[src/rtl/spi_arb_pkg.sv]
// Shared definitions for the two-requester SPI bus arbiter: FSM state
// encodings, requester index constants and a one-hot helper.
package spi_arb_pkg;

    typedef enum logic [2:0] {
        ST_IDLE    = 3'd0,
        ST_ISSUE   = 3'd1,
        ST_BUSY    = 3'd2,
        ST_HOLD    = 3'd3,
        ST_RELEASE = 3'd4
    } arb_state_t;

    localparam int unsigned REQ_EEPROM = 0;
    localparam int unsigned REQ_HC595  = 1;

    function automatic logic [1:0] req_onehot(input logic idx);
        return (idx == 1'(REQ_HC595)) ? 2'b10 : 2'b01;
    endfunction

endpackage

[src/rtl/spi_arb_lock_timer.sv]
// Idle-cycle counter for the burst lock: cleared outside HOLD, counts while
// the owner is silent, expires on the LOCK_TIMEOUT-th idle cycle (0 = never).
module spi_arb_lock_timer #(
    parameter int unsigned LOCK_TIMEOUT = 255
) (
    input  logic clk,
    input  logic nreset,
    input  logic i_clear,
    input  logic i_enable,
    output logic o_expire
);

    localparam int unsigned CNT_W = (LOCK_TIMEOUT > 1) ? $clog2(LOCK_TIMEOUT) : 1;
    localparam logic [CNT_W-1:0] LAST = CNT_W'((LOCK_TIMEOUT == 0) ? 0 : LOCK_TIMEOUT - 1);

    logic [CNT_W-1:0] r_count;

    // NOTE: sequential state uses non-blocking assignments so every register
    // samples the pre-edge values of its neighbours, independent of block order.
    always_ff @(posedge clk or negedge nreset) begin
        if (!nreset) begin
            r_count <= '0;
        end else if (i_clear) begin
            r_count <= '0;
        end else if (i_enable) begin
            r_count <= r_count + 1'b1;
        end
    end

    assign o_expire = (LOCK_TIMEOUT != 0) && i_enable && (r_count == LAST);

endmodule

[src/rtl/spi_bus_arbiter.sv]
// Shares one SPI engine between the EEPROM loader (req0) and the HC595 output
// (req1), owning both chip selects and holding the bus across multi-byte bursts.
// Build option: define SPI_ARB_ROUND_ROBIN_EN for round-robin contention.
module spi_bus_arbiter
    import spi_arb_pkg::*;
#(
    parameter int unsigned DATA_W       = 8,
    parameter int unsigned LOCK_TIMEOUT = 255
) (
    input  logic                clk,
    input  logic                nreset,
    input  logic [1:0]          req_valid,
    input  logic [2*DATA_W-1:0] req_din,
    input  logic [1:0]          req_last,
    output logic [1:0]          req_ready,
    output logic [1:0]          req_done,
    output logic [DATA_W-1:0]   req_dout,
    output logic                eng_send_request,
    output logic [DATA_W-1:0]   eng_din,
    input  logic                eng_processing,
    input  logic                eng_data_valid,
    input  logic [DATA_W-1:0]   eng_dout,
    output logic [1:0]          cs_n,
    output logic                owner,
    output logic                lock_timeout
);

    arb_state_t        r_state, w_state_nxt;
    logic              r_owner, w_owner_nxt;
    logic              w_pick;
    logic [1:0]        r_cs_n;
    logic [1:0]        r_req_done;
    logic [DATA_W-1:0] r_req_dout;
    logic [DATA_W-1:0] r_eng_din;
    logic              r_last;
    logic              r_dv_d;
    logic              r_lock_timeout;
    logic              w_own_valid;
    logic [DATA_W-1:0] w_own_din;
    logic              w_accept;
    logic              w_dv_rise;
    logic              w_expire;

    assign w_own_valid = req_valid[r_owner];
    assign w_own_din   = r_owner ? req_din[2*DATA_W-1:DATA_W] : req_din[DATA_W-1:0];
    assign w_accept    = (r_state == ST_ISSUE) && w_own_valid && !eng_processing;
    assign w_dv_rise   = (r_state == ST_BUSY) && eng_data_valid && !r_dv_d;

`ifdef SPI_ARB_ROUND_ROBIN_EN
    logic r_last_owner;

    always_ff @(posedge clk or negedge nreset) begin
        if (!nreset) begin
            r_last_owner <= 1'b1;
        end else if ((r_state == ST_IDLE) && |req_valid) begin
            r_last_owner <= w_pick;
        end
    end

    always_comb begin
        if (&req_valid) w_pick = ~r_last_owner;
        else            w_pick = req_valid[REQ_HC595];
    end
`else
    always_comb begin
        w_pick = ~req_valid[REQ_EEPROM];
    end
`endif

    spi_arb_lock_timer #(
        .LOCK_TIMEOUT (LOCK_TIMEOUT)
    ) u_lock_timer (
        .clk      (clk),
        .nreset   (nreset),
        .i_clear  (r_state != ST_HOLD),
        .i_enable ((r_state == ST_HOLD) && !w_own_valid),
        .o_expire (w_expire)
    );

    // NOTE: every always_comb output gets a default before the case so no
    // path leaves it unassigned and no latch is inferred.
    always_comb begin
        w_state_nxt = r_state;
        w_owner_nxt = r_owner;
        unique case (r_state)
            ST_IDLE: begin
                if (|req_valid) begin
                    w_owner_nxt = w_pick;
                    w_state_nxt = ST_ISSUE;
                end
            end
            // An abandoned request parks in HOLD; the lock timer frees the bus.
            ST_ISSUE: begin
                if (!w_own_valid)         w_state_nxt = ST_HOLD;
                else if (!eng_processing) w_state_nxt = ST_BUSY;
            end
            ST_BUSY: begin
                if (w_dv_rise) w_state_nxt = r_last ? ST_RELEASE : ST_HOLD;
            end
            ST_HOLD: begin
                if (w_own_valid)   w_state_nxt = ST_ISSUE;
                else if (w_expire) w_state_nxt = ST_RELEASE;
            end
            ST_RELEASE: w_state_nxt = ST_IDLE;
            default:    w_state_nxt = ST_IDLE;
        endcase
    end

    always_ff @(posedge clk or negedge nreset) begin
        if (!nreset) begin
            r_state        <= ST_IDLE;
            r_owner        <= 1'b0;
            r_cs_n         <= 2'b11;
            r_req_done     <= 2'b00;
            r_req_dout     <= '0;
            r_eng_din      <= '0;
            r_last         <= 1'b0;
            r_dv_d         <= 1'b0;
            r_lock_timeout <= 1'b0;
        end else begin
            r_state        <= w_state_nxt;
            r_owner        <= w_owner_nxt;
            r_dv_d         <= eng_data_valid;
            r_lock_timeout <= w_expire;
            r_req_done     <= w_dv_rise ? req_onehot(r_owner) : 2'b00;
            // Chip select follows the next state so it is glitch-free and the
            // RELEASE cycle always leaves both lines high between owners.
            if ((w_state_nxt == ST_ISSUE) || (w_state_nxt == ST_BUSY) ||
                (w_state_nxt == ST_HOLD)) begin
                r_cs_n <= ~req_onehot(w_owner_nxt);
            end else begin
                r_cs_n <= 2'b11;
            end
            if (w_dv_rise) r_req_dout <= eng_dout;
            if (w_accept) begin
                r_eng_din <= w_own_din;
                r_last    <= req_last[r_owner];
            end
        end
    end

    // The byte is forwarded straight through in the accept cycle so the engine
    // sees it alongside the start strobe; the register holds it afterwards.
    assign eng_din          = w_accept ? w_own_din : r_eng_din;
    assign eng_send_request = w_accept;
    assign req_ready        = w_accept ? req_onehot(r_owner) : 2'b00;
    assign req_done         = r_req_done;
    assign req_dout         = r_req_dout;
    assign cs_n             = r_cs_n;
    assign owner            = r_owner;
    assign lock_timeout     = r_lock_timeout;

endmodule
[config.mk]
export PLATFORM = sky130hd
export DESIGN_NAME = spi_bus_arbiter
export DESIGN_NICKNAME = d
export VERILOG_FILES = /design/src/rtl/spi_arb_pkg.sv /design/src/rtl/spi_arb_lock_timer.sv /design/src/rtl/spi_bus_arbiter.sv
export SDC_FILE = /design/constraint.sdc
export NUM_CORES = 1
export LEC_CHECK = 0
export ABC_AREA = 1
export ABC_CLOCK_PERIOD_IN_PS = 1800
export CAP_MARGIN = 20
export CORE_MARGIN = 10
export CORE_UTILIZATION = 41
export CTS_CLUSTER_DIAMETER = 30
export CTS_CLUSTER_SIZE = 8
export DETAILED_ROUTE_END_ITERATION = 6
export PLACE_DENSITY = 0.74
export SLEW_MARGIN = 25
export SYNTH_ARGS = -nofsm -noshare
export SYNTH_HDL_FRONTEND = slang
export SYNTH_SLANG_ARGS = --single-unit
[constraint.sdc]
create_clock -name clk -period 1.8 [get_ports clk]
set_input_delay 0.54 -clock clk [delete_from_list [all_inputs] [get_ports clk]]
set_output_delay 0.54 -clock clk [all_outputs]
set_load 0.05 [all_outputs]
==> run summary, run 1 <==
Run status -> finished, violations left
Failing checks -> setup timing
# nets final -> 327
Initial antenna violation count -> 0
GRT Total Usage -> 0.163
Filler cell count -> 228
Startpoint types -> input pin
Largest net degree at the start of global routing -> 21
Fin cells -> 344
Layout cells sized above 1 -> 0.463
Post-Synth Adder-Cell Area -> 0.0146
Total gr overflow -> 0
Synthesized instance count -> 187
Antenna diode count -> 0
H-tree depth -> 2
Maxcap violations -> 0
Commonest non-fill, non-tap cell in the layout -> buf_4
CP required -> 1.26 ns
Final setup vio count -> 11
P_leak -> 1.55 nW
Simple-gate area share of the yosys netlist -> 0.290
TritonCTS clock tree -> yes
Worst hold path type -> flip-flop to flip-flop
Synth Area in Compound Gates -> 0.0452
Synth Flop Type -> dfrtp_1
EDFF count, synth -> 0
Die W -> 84.7 um
Hpwl dp -> 3650 um
Detailed-route via count -> 1686
Core Footprint -> 4030 um2
Setup ws final -> -0.535 ns
Clock root buffer -> clkbuf_8
Slew @ Worst Pin -> 0.277 ns
Hold WS -> 0.510 ns
DRC -> 0
Num rows -> 23
Setup WS pre-CTS -> -0.749 ns
Worst Path Max Fanout -> 5
Die Ht -> 84.7 um
Most frequent cells in the layout -> buf_4 (45), nand2_1 (34), dfrtp_1 (32), clkdlybuf4s50_1 (28), nand2_2 (21)
Clock Sinks -> 35
Hold Vio Cnt, Final -> 0
Arr. time, crit path -> 1.79 ns
Synthesized area per cell -> 9.17 um2
Clk_lat worst skew -> 0.29 ns
Final worst path period need -> 2.33 ns
Fmax -> 428 MHz
Mux contribution to synthesized area -> 0.0678
RSZ-0062 raised after global routing -> true
DR pass1 iterations -> 4
Area leader, netlist -> dfrtp_1
CTS max path bufs -> 2
Syn_nets -> 221
Die ar. -> 7170 um2
VDD IR-drop max -> 0.000856 V
Crit end category -> output pin
Yosys reg bits -> 35
Pwr/cell area -> 1730 nW/um2
Area Growth Syn to Fin -> 83.7%
Tcrit/Tclk final -> 1.30
WL final -> 5970 um
Synth warn -> 0
Register area -> 880 um2
Post-route ant nets -> 0
Top-area cell type share of the netlist area -> 0.481
Worst Hold Launch -> req_dout[6]
R2r setup slk -> 0.16 ns
Synth top area cells -> dfrtp_1 (48%), nand2_1 (12%), mux2_4 (6.1%)
Vias in the first global route -> 1838
FF-to-FF Start -> r_state[2]
Global placement routability congestion -> 0.812
Via/cell ratio -> 4.90
Area of the multi-input gates -> 917 um2
First-pass GRT wire length -> 9310 um
Ys async rst share -> 1.00
Ports -> 57
Worst Path Class, Setup -> input pin to output pin
Initial DRC Count -> 64
Post-Route Skew -> 0.00820 ns
Synth Area in XOR/XNOR -> 0.00511
Slew HR -> 0.814
Routed len/inst -> 17.4 um
Slew Limit Fails -> 0
First element of the critical path -> req_valid[0]
Total CTS buffers -> 5
Starting Density -> 0.426
Clk slew on worst S/H paths -> 0.07 ns
Port Buffers -> 56
Placed Cells incl. Taps -> 316
Largest family of logic cells by synthesized area -> simple AND/OR/NAND/NOR gates
Synth Cell Area -> 1720 um2
Netlist cell types -> 30
Seq/Total Area, Yosys -> 0.512
Final Util -> 0.782
cells by family (layout without fill, tap and decap cells):
group	after synthesis	in the layout
mux	8	8
xor+xnor	1	1
simple gates	105	107
fa+ha+maj	2	2
buf+inv	24	129
compound gates	12	12
flops	35	35
routing by layer:
metal | wire [um] | part of all wire | track usage | vias up
li1 | - | - | - | 808
met1 | 2280 | 0.38 | 0.179 | 799
met2 | 3080 | 0.52 | 0.291 | 71
met3 | 521 | 0.087 | 0.0483 | 8
met4 | 89 | 0.015 | 0.0509 | 0
met5 | 0 | 0 | 0 | -
synth_stat cells (2+ instances only):
cell type and n:
inv_1 14, o21ai_0 4, buf_6 2, nand3_1 17, nand2_2 2, inv_2 6
nand2_1 55, dfstp_2 2, dfrtp_1 33, ha_1 2, a21oi_1 2, mux2_4 7
nor2_1 20, nor2_8 2, o21ai_1 2, nor3_2 2, nand4_1 2
worst max-delay path: stages:
cell and delay (ns):
dlygate4sd2_1 0.22, inv_2 0.06, o21ai_4 0.15, nand3_4 0.14, buf_12 0.16, nor2_4 0.20
nand2_2 0.10, nand3_4 0.09, buf_12 0.14
final timing paths:
check / to / cells past startpoint
min reg2reg: req_dout[6] / 1
max: eng_din[2] / 9
min: req_dout[6] / 1
min in group asynchronous: req_dout[7] / 2
max reg2reg: r_eng_din[5] / 8
max in group asynchronous: u_lock_timer.r_count[6] / 2
final cells by class:
cell class              instances  share of cell area
repair buffers                100               0.344
clock inverters                 2              0.0111
well taps                      50              0.0199
multi-input cells             130               0.291
flip-flops and latches         35               0.279
clock buffers                   6              0.0262
inverters                      21              0.0282
report_power, final:
part	switching (mW)	total, mW	internal [mW]
clock	0.287	0.735	0.448
sequential	0.176	1.24	1.06
combinational	1.87	3.46	1.60
registers in the layout, summed over array words and instances, names as in the netlist:
register,cells
cs_n,2
r_last,1
req_done,2
req_dout,8
owner,1
lock_timeout,1
r_eng_din,8
r_dv_d,1
u_lock_timer.r_count,8
r_state,3
stage by stage:
step	cell area [um2]	power, mW	TNS (ns)
final	3150	5.44	-5.59
after floorplan	1850	2.97	-3.38
after CTS	3100	5.34	-4.96
after global placement	2790	4.29	-11.46
after detailed placement	2790	4.34	-11.81
after global routing	3150	5.69	-6.31
repair_timing:
item	4_1_cts	5_1_grt
pin swaps	14	10
resized for setup	22	5
hold buffers	0	0
gates cloned	2	0
setup endpoints to repair	12	11
buffers inserted	14	4
(Power assumes the default switching activity.)
==> run 2: changes to the inputs <==
--- a/config.mk
+++ b/config.mk
@@ -6,14 +6,14 @@
 export NUM_CORES = 1
 export LEC_CHECK = 0
 export ABC_AREA = 1
-export ABC_CLOCK_PERIOD_IN_PS = 1800
+export ABC_CLOCK_PERIOD_IN_PS = 2890
 export CAP_MARGIN = 20
-export CORE_MARGIN = 10
-export CORE_UTILIZATION = 41
+export CORE_MARGIN = 2
+export CORE_UTILIZATION = 49
 export CTS_CLUSTER_DIAMETER = 30
 export CTS_CLUSTER_SIZE = 8
 export DETAILED_ROUTE_END_ITERATION = 6
-export PLACE_DENSITY = 0.74
+export PLACE_DENSITY = 0.83
 export SLEW_MARGIN = 25
 export SYNTH_ARGS = -nofsm -noshare
 export SYNTH_HDL_FRONTEND = slang
==> constraint.sdc (replaced) <==
create_clock -name clk -period 2.89 [get_ports clk]
set_input_delay 0.867 -clock clk [delete_from_list [all_inputs] [get_ports clk]]
set_output_delay 0.867 -clock clk [all_outputs]
set_load 0.05 [all_outputs]
==> run 2 against run 1 <==
Compared with the run above: routed wire length down 15%; register-to-register slack better by 1.0 ns; final cell count down 8.7%; die area down 44%; worst hold slack better by 0.014 ns; worst setup slack better by 0.56 ns; critical endpoint is now eng_din[7]; clock-buffer cell count up 2; largest cell class is now flip-flops and latches; clock skew up 0.0051 ns; core utilization up 4.5 points; the flow now finishes without violations; largest power group unchanged; clock power down 57%; sequential share of layout area up 3.9 points.
==> run summary, run 2 (same netlist as run 1, synthesis figures left out) <==
Layout cells sized above 1 -> 0.321 (-0.142)
Vias in the first global route -> 1573 (-14%)
Arr. time, crit path -> 2.00 ns (+0.21 ns)
Worst Hold Launch -> req_dout[0]
Slew Limit Fails -> 0 (unchanged)
GRT Total Usage -> 0.237 (+0.0748)
FF-to-FF Start -> r_state[2]
Commonest non-fill, non-tap cell in the layout -> nand2_1
Crit end category -> output pin
Num rows -> 21 (-8.7%)
Hold Vio Cnt, Final -> 0 (unchanged)
TritonCTS clock tree -> yes
Power, Total -> 2.94 mW (-46%)
Pwr/cell area -> 1060 nW/um2 (-38%)
Initial DRC Count -> 129 (+100%)
Core Footprint -> 3340 um2 (-17%)
Starting Density -> 0.514 (+0.0883)
Switching Fraction -> 0.463 (+0.0344)
Antenna diode count -> 0 (unchanged)
Final setup vio count -> 0 (-11)
Cells on worst reg2reg path -> 3 (-5)
Area Growth Syn to Fin -> 60.9%
Worst hold path type -> flip-flop to flip-flop
Via/cell ratio -> 5.06 (+3.3%)
Clock power share -> 0.108 (-0.027)
Filler cell count -> 177 (-22%)
Fmax -> 349 MHz
WL final -> 5070 um (-15%)
Port Buffers -> 56 (unchanged)
Internal power -> 1.58 mW (-49%)
Comb pwr share -> 0.629 (-0.008)
Clock root buffer -> clkbuf_4
Post-route ant nets -> 0 (unchanged)
Clk slew on worst S/H paths -> 0.10 ns (+0.03 ns)
Slew @ Worst Pin -> 0.556 ns (+0.279 ns)
Tcrit/Tclk final -> 0.991
Total gr overflow -> 0 (unchanged)
# nets final -> 301 (-8.0%)
CP required -> 2.02 ns (+0.76 ns)
Worst Path Class, Setup -> input pin to output pin
Clock Sinks -> 35 (unchanged)
Hold Path Cell Cnt -> 1 (unchanged)
Clk_lat worst skew -> 0.37 ns (+0.08 ns)
First element of the critical path -> req_valid[0]
Most frequent cells in the layout -> nand2_1 (45), clkdlybuf4s50_1 (42), dfrtp_1 (32), nor2_1 (20), buf_4 (16)
First-pass GRT wire length -> 7190 um (-23%)
Detailed-route via count -> 1589 (-5.8%)
Die ar. -> 3990 um2 (-44%)
Placed Cells incl. Taps -> 294 (-7.0%)
Startpoint types -> input pin
Hold WS -> 0.524 ns (+0.0145 ns)
DRC -> 0 (unchanged)
Routed len/inst -> 16.1 um (-7.0%)
Sum Neg Setup Slack -> 0 ns (+5.59 ns)
Total CTS buffers -> 5 (unchanged)
CTS max path bufs -> 2 (unchanged)
Final worst path period need -> 2.86 ns
Seq pwr share -> 0.263 (+0.035)
Ports -> 57 (unchanged)
H-tree depth -> 2 (unchanged)
P_leak -> 1.34 nW (-14%)
Die Ht -> 63.2 um (-25%)
VDD IR-drop max -> 0.000676 V (-21%)
DR pass1 iterations -> 4 (unchanged)
Hpwl dp -> 2810 um (-23%)
Worst Path Max Fanout -> 6 (+1)
Largest net degree at the start of global routing -> 36 (+71%)
Initial antenna violation count -> 0 (unchanged)
Die W -> 63.2 um (-25%)
NetSw -> 1.36 mW (-42%)
Fin cells -> 314 (-8.7%)
Post-Route Skew -> 0.0133 ns (+0.00509 ns)
Slew HR -> 0.629 (-0.185)
Run status -> completed
Maxcap violations -> 0 (unchanged)
Global placement routability congestion -> 0.842 (+3.6%)
==> run 2: changes by cell type in the layout (fill, tap and decap cells not counted), sizes merged, moves of 3 or more <==
cell,delta
buf,-39
clkbuf,+3
clkdlybuf4s50,+14
dlygate4sd2,-3
==> run 2: final cells by class <==
| class | instances | area (um2) | share of cell area |
|---|---|---|---|
| Timing Repair Buffer | 74 | 803 | 0.291 |
| Sequential cell | 35 | 880 | 0.319 |
| Clock buffer | 8 | 68.8 | 0.0249 |
| Inverter | 21 | 81.3 | 0.0295 |
| Tap cell | 46 | 57.6 | 0.0209 |
| Multi-Input combinational cell | 130 | 870 | 0.315 |
==> run 2: final timing paths <==
check | slack [ns] | endpoint
max | 0.03 | eng_din[7]
min | 0.52 | req_dout[0]
max reg2reg | 1.17 | req_dout[0]
min reg2reg | 0.52 | req_dout[0]
max in group asynchronous | 1.62 | cs_n[0]
min in group asynchronous | 0.90 | r_eng_din[1]
==> run 2: worst max-delay path, stage by stage <==
cell and delay [ns]:
buf_2 0.08, inv_2 0.04, o21ai_4 0.15, nand3_4 0.22, nor2_8 0.27, nand2_2 0.10
nand3_2 0.11, buf_12 0.14
==> run 2: per-layer routing <==
layer	share of wire	wire length (um)	GRT usage
met1	0.40	2020	0.281
met4	0.040	205	0.0917
met3	0.057	288	0.0857
met2	0.50	2560	0.394
met5	0	0	0
==> run 2: timing repair <==
| action | CTS | global route |
|---|---|---|
| hold buffers | 0 | 0 |
| gates cloned | 2 | 0 |
| endpoints found under the setup margin | 11 | 9 |
| buffers inserted | 5 | 5 |
| resized for setup | 18 | 13 |
| endpoints found under the hold margin | 0 | 0 |
| pin swaps | 12 | 9 |
==> run 2: power by group through the flow <==
stage | Clock, mW | Combinational, mW | Sequential [mW]
2_1_floorplan | 0 | 0.752 | 1.02
3_3_place_gp | 0 | 1.63 | 0.755
3_5_place_dp | 0 | 1.65 | 0.755
4_1_cts | 0.310 | 1.73 | 0.751
5_1_grt | 0.333 | 1.94 | 0.792
6_report | 0.317 | 1.85 | 0.773
==> run 2: metrics by stage <==
| step | area, um2 | worst slack (ns) | util |
|---|---|---|---|
| 3_3_place_gp | 2510 | -0.242 | 0.753 |
| 6_report | 2760 | 0.0270 | 0.827 |
| 2_1_floorplan | 1760 | 0.138 | - |
| 3_5_place_dp | 2510 | -0.271 | 0.753 |
| 5_1_grt | 2760 | -0.0377 | 0.827 |
| 4_1_cts | 2670 | 0.00839 | 0.801 |
==> run 3: changes to the inputs <==
--- a/config.mk
+++ b/config.mk
@@ -14,7 +14,7 @@
 export CTS_CLUSTER_SIZE = 8
 export DETAILED_ROUTE_END_ITERATION = 6
 export PLACE_DENSITY = 0.83
-export SLEW_MARGIN = 25
+export SLEW_MARGIN = 20
 export SYNTH_ARGS = -nofsm -noshare
 export SYNTH_HDL_FRONTEND = slang
 export SYNTH_SLANG_ARGS = --single-unit
==> results of run 3 <==
The final DEF is identical to that of run 2; final timing and power are the same.
